[src/rtl/bin_bcd_pkg.sv]
// Shared types and constants for the sequential binary-to-BCD converter
// and its seven-segment display decoder.
package bin_bcd_pkg;

    typedef enum logic [1:0] {
        IDLE  = 2'd0,
        SHIFT = 2'd1,
        DONE  = 2'd2
    } state_t;

    localparam logic [3:0] BCD_ADD3_THRESH = 4'd5;

    // Active-low segment patterns, bit 6 = segment a ... bit 0 = segment g.
    localparam logic [6:0] SEG_0     = 7'b0000001;
    localparam logic [6:0] SEG_1     = 7'b1001111;
    localparam logic [6:0] SEG_2     = 7'b0010010;
    localparam logic [6:0] SEG_3     = 7'b0000110;
    localparam logic [6:0] SEG_4     = 7'b1001100;
    localparam logic [6:0] SEG_5     = 7'b0100100;
    localparam logic [6:0] SEG_6     = 7'b0100000;
    localparam logic [6:0] SEG_7     = 7'b0001111;
    localparam logic [6:0] SEG_8     = 7'b0000000;
    localparam logic [6:0] SEG_9     = 7'b0000100;
    localparam logic [6:0] SEG_BLANK = 7'b1111111;

    function automatic logic [6:0] seg_lookup(input logic [3:0] code);
        logic [6:0] seg;
        case (code)
            4'd0:    seg = SEG_0;
            4'd1:    seg = SEG_1;
            4'd2:    seg = SEG_2;
            4'd3:    seg = SEG_3;
            4'd4:    seg = SEG_4;
            4'd5:    seg = SEG_5;
            4'd6:    seg = SEG_6;
            4'd7:    seg = SEG_7;
            4'd8:    seg = SEG_8;
            4'd9:    seg = SEG_9;
            default: seg = SEG_BLANK;
        endcase
        return seg;
    endfunction

endpackage

[src/rtl/bin_to_bcd_seq_seg7.sv]
// One-digit BCD to active-low seven-segment decoder with a blanking input;
// non-decimal codes 10-15 show blank.
module seg7_decoder
    import bin_bcd_pkg::*;
(
    input  logic [3:0] code,
    input  logic       blank,
    output logic [6:0] seg
);

    // Blank overrides the digit pattern.
    always_comb begin
        seg = SEG_BLANK;
        if (blank) begin
            seg = SEG_BLANK;
        end else begin
            seg = seg_lookup(code);
        end
    end

endmodule

[src/rtl/bin_to_bcd_seq.sv]
// Sequential double-dabble binary-to-BCD converter with start/busy/done.
// Optional HEX display outputs are built when BIN_BCD_SEG_EN is defined.
module bin_to_bcd_seq
    import bin_bcd_pkg::*;
#(
    parameter int WIDTH  = 8,
    parameter int DIGITS = 3
) (
    input  logic                  CLOCK_50,
    input  logic                  Resetn,
    input  logic                  start,
    input  logic [WIDTH-1:0]      bin,
    output logic                  busy,
    output logic                  done,
    output logic [4*DIGITS-1:0]   bcd,
    output logic                  ovf
`ifdef BIN_BCD_SEG_EN
    ,
    output logic [7*DIGITS-1:0]   HEX
`endif
);

    localparam int CW = $clog2(WIDTH + 1);
    localparam int SW = 4 * DIGITS;

    state_t          state_r;
    state_t          state_s;
    logic [CW-1:0]   cnt_r;
    logic [WIDTH-1:0] opnd_r;
    logic [SW-1:0]   scr_r;
    logic            sticky_r;
    logic [SW-1:0]   bcd_r;
    logic            ovf_r;

    logic [SW-1:0]   adj_s;
    logic [SW-1:0]   scr_nxt_s;
    logic            out_bit_s;
    logic            last_s;
    logic            accept_s;
    logic            busy_s;
    logic            done_s;

    // Add-3 correction per digit; digits are independent 4-bit adds.
    for (genvar d = 0; d < DIGITS; d++) begin : g_add3
        assign adj_s[4*d +: 4] = (scr_r[4*d +: 4] >= BCD_ADD3_THRESH)
                               ? (scr_r[4*d +: 4] + 4'd3)
                               : scr_r[4*d +: 4];
    end

    assign out_bit_s = adj_s[SW-1];
    assign scr_nxt_s = {adj_s[SW-2:0], opnd_r[WIDTH-1]};
    assign last_s    = (cnt_r == CW'(1));
    assign accept_s  = start && ((state_r == IDLE) || (state_r == DONE));

    // State register.
    always_ff @(posedge CLOCK_50) begin
        if (!Resetn) begin
            state_r <= IDLE;
        end else begin
            state_r <= state_s;
        end
    end

    // Next-state logic.
    always_comb begin
        state_s = state_r;
        case (state_r)
            IDLE:    if (start)  state_s = SHIFT; else state_s = IDLE;
            SHIFT:   if (last_s) state_s = DONE;  else state_s = SHIFT;
            DONE:    if (start)  state_s = SHIFT; else state_s = IDLE;
            default: state_s = IDLE;
        endcase
    end

    // Handshake outputs decoded from the state register.
    always_comb begin
        busy_s = 1'b0;
        done_s = 1'b0;
        case (state_r)
            IDLE:    begin busy_s = 1'b0; done_s = 1'b0; end
            SHIFT:   begin busy_s = 1'b1; done_s = 1'b0; end
            DONE:    begin busy_s = 1'b0; done_s = 1'b1; end
            default: begin busy_s = 1'b0; done_s = 1'b0; end
        endcase
    end

    // Datapath: load on accept, shift while SHIFT, publish result on the last shift.
    always_ff @(posedge CLOCK_50) begin
        if (!Resetn) begin
            cnt_r    <= '0;
            opnd_r   <= '0;
            scr_r    <= '0;
            sticky_r <= 1'b0;
            bcd_r    <= '0;
            ovf_r    <= 1'b0;
        end else if (accept_s) begin
            cnt_r    <= CW'(WIDTH);
            opnd_r   <= bin;
            scr_r    <= '0;
            sticky_r <= 1'b0;
        end else if (state_r == SHIFT) begin
            cnt_r    <= cnt_r - CW'(1);
            opnd_r   <= opnd_r << 1;
            scr_r    <= scr_nxt_s;
            sticky_r <= sticky_r | out_bit_s;
            if (last_s) begin
                bcd_r <= scr_nxt_s;
                ovf_r <= sticky_r | out_bit_s;
            end
        end
    end

    assign busy = busy_s;
    assign done = done_s;
    assign bcd  = bcd_r;
    assign ovf  = ovf_r;

`ifdef BIN_BCD_SEG_EN
    // Leading-zero blanking: a digit blanks when it and every digit above are zero.
    for (genvar k = 0; k < DIGITS; k++) begin : g_seg
        logic blank_s;
        if (k == 0) begin : g_units
            assign blank_s = 1'b0;
        end else begin : g_upper
            assign blank_s = ~(|bcd_r[SW-1:4*k]);
        end
        seg7_decoder u_seg (
            .code  (bcd_r[4*k +: 4]),
            .blank (blank_s),
            .seg   (HEX[7*k +: 7])
        );
    end
`endif

endmodule

[config.mk]
export PLATFORM = sky130hd
export DESIGN_NAME = bin_to_bcd_seq
export DESIGN_NICKNAME = d
export VERILOG_FILES = /design/src/rtl/bin_bcd_pkg.sv /design/src/rtl/bin_to_bcd_seq_seg7.sv /design/src/rtl/bin_to_bcd_seq.sv
export SDC_FILE = /design/constraint.sdc
export NUM_CORES = 1
export LEC_CHECK = 0
export CORE_MARGIN = 1.5
export CORE_UTILIZATION = 57
export CTS_BUF_LIST = sky130_fd_sc_hd__clkbuf_16
export DETAILED_ROUTE_END_ITERATION = 8
export PLACE_DENSITY = 0.9
export SYNTH_ARGS = -nofsm -noshare
export SYNTH_HDL_FRONTEND = slang
export SYNTH_SLANG_ARGS = --single-unit
[constraint.sdc]
create_clock -name CLOCK_50 -period 3.8 [get_ports CLOCK_50]
set_input_delay 0.57 -clock CLOCK_50 [delete_from_list [all_inputs] [get_ports CLOCK_50]]
set_output_delay 0.57 -clock CLOCK_50 [all_outputs]
set_load 0.05 [all_outputs]
# After elaboration in Yosys (flattened, before gate mapping)

Cells that the tools add are included.

Register bits: 40
Input bits: 11
Output and inout bits: 15
Word-level logic and storage cells: 40

Add/subtract/negate cells: 4
Magnitude comparators: 3
Equal/unequal tests: 3
Multiplexer cells: 12
Bitwise gates (word level): 3
Reduce and logical (&&, ||, !) cells: 7

Operators with widths:

| kind                | number |
|---|---|
| $mux 4              | 5 |
| $mux 8              | 2 |
| $add 4x2->4 const B | 3 |
| $ge 4x3->1 const B  | 3 |
| $eq 4x1->1 const B  | 1 |
| $pmux 2 s2          | 1 |
| $reduce_or 2->1     | 2 |
| $sub 4x1->4 const B | 1 |
| $mux 1              | 3 |
| $reduce_and 3->1    | 1 |
| $eq 2x1->1 const B  | 1 |
| $eq 2x2->1 const B  | 1 |
| $logic_not 2->1     | 1 |
| $mux 2              | 1 |
| $not 1->1           | 2 |
| $reduce_bool 2->1   | 1 |
| $logic_and 1x1->1   | 1 |
| $logic_or 1x1->1    | 1 |
| $or 1x1->1          | 1 |

# Logic depth before layout (Yosys ltp)

Depth after elaboration: 5
Mapped depth: 7

# Least setup slack after synthesis

No wires, ideal clock.

Path kind: flip-flop to output port
Start point: register state_r[0]
End point: output done
Data arrival time: 1027 ps
Required time: 3230 ps
Setup slack: 2203 ps
Stages on the path, launching flop included: 2
Cell sequence: dfxtp_1 nor2b_1

Cells in the longest elaborated chain, start to end: 2

RTL lines:

| item                   | RTL line             | source |
|---|---|---|
| from (decl)            | bin_to_bcd_seq.sv:26 | `state_t state_r;` |
| from (signal assigned) | bin_to_bcd_seq.sv:60 | `state_r <= state_s;` |
| $eq 2x2->1             | bin_to_bcd_seq.sv:79 | `case (state_r)` |
| $mux 1                 | bin_to_bcd_seq.sv:79 |  |
| to (decl)              | bin_to_bcd_seq.sv:14 | `output logic done,` |

No other way between the ends.

# Worst setup path in the final report

Start point: register state_r[0]
End point: output busy

Cells in the longest elaborated chain, start to end: 2

RTL lines:

| item       | RTL line             | source |
|---|---|---|
| $eq 2x1->1 | bin_to_bcd_seq.sv:79 |  |
| $mux 1     | bin_to_bcd_seq.sv:79 |  |
| to (decl)  | bin_to_bcd_seq.sv:13 | `output logic busy,` |

No other way between the ends.

==> out/results.txt <==
Outcome - completed
DR vias/cell - 5.45
P&R area growth vs syn - 20.4%
Share of the synthesized area in the top cell type - 0.445
Arrival time of data at the critical path endpoint - 1.97 ns
Root Driver - sky130_fd_sc_hd__clkbuf_16
Die width - 59.2 µm
Overall power of the completed layout - 0.947 mW
Library cell with the highest instance count after synthesis - sky130_fd_sc_hd__dfxtp_1
Cell area after technology mapping - 1800 µm²
Wire length of the first global-routing pass - 5.89 mm
Number of distinct library cell variants in the gate-level netlist after synthesis - 33
Most instantiated cells after synthesis - sky130_fd_sc_hd__dfxtp_1 (40), sky130_fd_sc_hd__nand2_1 (25), sky130_fd_sc_hd__nor2_1 (19)
Dominant register cell in the synthesized netlist - sky130_fd_sc_hd__dfxtp_1
Number of antenna repair diodes - 0
Maximum clock rate - 0.394 GHz
Hold WC Path Type - flip-flop to flip-flop
CP Capture Type - output pin
Chip height - 59.2 µm
Detailed Route Iter0 Violations - 37
Depth of the worst hold-timing path - 2
Buffers on Ports - 25
Synth warnings - 0
Number of nets in the finished design - 243
Total count of max-transition violations in the final report - 0
Final setup vio count - 0
# fillers - 234
Worst IR Drop VDD - 409 µV
Worst R2R Path Depth - 6
Via count of the first global-routing pass - 1,378
Count of standard-cell rows - 20
Ys async rst share - 0
Leakage power total - 0.836 nW
Insertion delay to the later sink of the worst-skew pair - 0.29 ns
Share of post-route cells with drive strength above 1 - 0.0622
Core box area - 3030 µm²
Cell count after synthesis - 202
Average wire per cell in the routed design - 13.2 µm
Clock-pin slew on the worst setup and hold paths - 0.06 ns
Number of nets produced by synthesis - 221
Count of state elements after synthesis - 40
CTS hold repair buffers - 0
Setup repair after global routing missed its margin - false
RD Place Congestion - 0.780
HPWL after detailed placement - 2.28 mm
Global-route total usage across every layer - 0.231
Max-cap violations - 0
Sequential cell area in the final layout - 801 µm²
Clock skew after layout - 0.00519 ns
Largest net degree at the start of global routing - 27
Setup slack of the critical path after layout - 1.26 ns
Top-Level Pins - 26
Starting density of the core - 0.594
Fraction of the cycle the final worst path needs - 0.667
Total number of H-tree levels - 2
# clock sinks - 40
Clock Tree Buf Depth - 2
Post-Place Setup Slack - 1.56 ns
Remaining max-slew budget at the tightest pin - 0.631
Mean post-synth cell area - 8.90 µm²
Worst Max-Slew Pin Slew - 0.553 ns
Critical path startpoint category - flip-flop
Final wirelength - 3.55 mm
Post-CTS Setup Bufs - 0
Remaining routing DRC violations - 0
Final Hold Fails - 0
Post-cts repair resize count - 0
Clock period minus worst slack - 2.54 ns
CTS Buf Count - 5
Worst EP required - 3.23 ns
Power per cell area - 438 nW/µm²
Count of TritonRoute iterations in the first routing pass - 4
Initial antenna violation count - 0
CTS tree - yes
Remaining antenna violation count - 0
Setup TNS - 0 ns
Number of flops mapped to enable cells by yosys - 0
Vias post-DR - 1,467
Remaining Overflow, GRT - 0
Footprint of the multi-input gates - 873 µm²
Library cell occupying the most area in the post-synthesis netlist - sky130_fd_sc_hd__dfxtp_1
Worst setup path category - flip-flop to output pin
Register area share after synthesis - 0.445
Die ar. - 3500 µm²
Cell types occupying the most area after synthesis - sky130_fd_sc_hd__dfxtp_1 (45%), sky130_fd_sc_hd__ha_1 (5.6%), sky130_fd_sc_hd__nand2_1 (5.2%)
Highest net fanout along the worst path - 22
==> worst max-delay path: stages (launching register included) <==
cell                              delay (ns)
sky130_fd_sc_hd__dfxtp_1                0.38
sky130_fd_sc_hd__nand2b_4               0.17
sky130_fd_sc_hd__inv_2                  0.27
sky130_fd_sc_hd__clkdlybuf4s50_1        0.86
==> layout make-up <==
type / count / share of cell area
clock buffers: 5 / 0.0578
clock inverters: 3 / 0.00520
inverters: 11 / 0.0191
multi-input cells: 140 / 0.403
flip-flops and latches: 40 / 0.370
well taps: 44 / 0.0254
repair buffers: 26 / 0.119
==> registers in the layout (all words and copies together), names as in the netlist <==
| name | flops |
|---|---|
| cnt_r | 4 |
| state_r | 2 |
| sticky_r | 1 |
| opnd_r | 8 |
| ovf | 1 |
| bcd | 12 |
| scr_r | 12 |
==> routing by layer <==
metal / track usage / wire length (µm) / up-vias
met2: 0.363 / 1740 / 27
li1: - / - / 743
met1: 0.266 / 1610 / 693
met3: 0.0939 / 137 / 4
met4: 0.130 / 62 / 0
met5: 0 / 0 / -
==> cells by family after synthesis <==
family / after synthesis / share of synthesized area
buffers and inverters: 22 / 0.0689
xor gates and xnor gates: 6 / 0.0292
muxes: 5 / 0.0299
AOI/OAI and AO/OA: 52 / 0.184
adders and majority gates: 8 / 0.0557
and+or+nand+nor: 69 / 0.186
DFF: 40 / 0.445
==> layout by cell type (no fill, tap or decap), drive strengths merged, types with 2 or more instances in the layout <==
cell type and n:
nor3b 6, nor2 19, clkdlybuf4s50 25, ha 8
o22ai 13, a211oi 3, nand2b 5, mux2i 2
dfxtp 40, inv 13, o21ai 10, nand2 27
a21oi 14, o211a 5, nor2b 2, and2 2
nand3 7, xnor2 5, mux2 3, clkbuf 5
o221ai 5
==> worst paths after layout <==
path                               from                     to  slack (ns)
setup / recovery  state_r[0]$_SDFF_PN0_                   busy        1.26
hold / removal    sticky_r$_SDFFE_PP0P_       ovf$_SDFFE_PN0P_        0.47
setup reg to reg  scr_r[0]$_SDFFE_PP0P_  scr_r[2]$_SDFFE_PP0P_        2.16
hold reg to reg   sticky_r$_SDFFE_PP0P_       ovf$_SDFFE_PN0P_        0.47
==> report_power, final <==
group	switching (mW)	internal (mW)	total, mW
Combinational	0.0607	0.0420	0.103
Clock	0.160	0.236	0.396
Sequential	0.0119	0.437	0.449
==> per-stage QoR <==
| stage | hold slack [ns] | utilization | area, µm² | cells |
|---|---|---|---|---|
| after floorplan | 0.438 | - | 1800 | 202 |
| after global placement | 0.455 | 0.670 | 2030 | 261 |
| after detailed placement | 0.460 | 0.670 | 2030 | 261 |
| after CTS | 0.470 | 0.715 | 2160 | 269 |
| after global routing | 0.497 | 0.715 | 2160 | 269 |
| final | 0.468 | 0.715 | 2160 | 269 |
No activity file was read; power rests on OpenSTA's default activity.
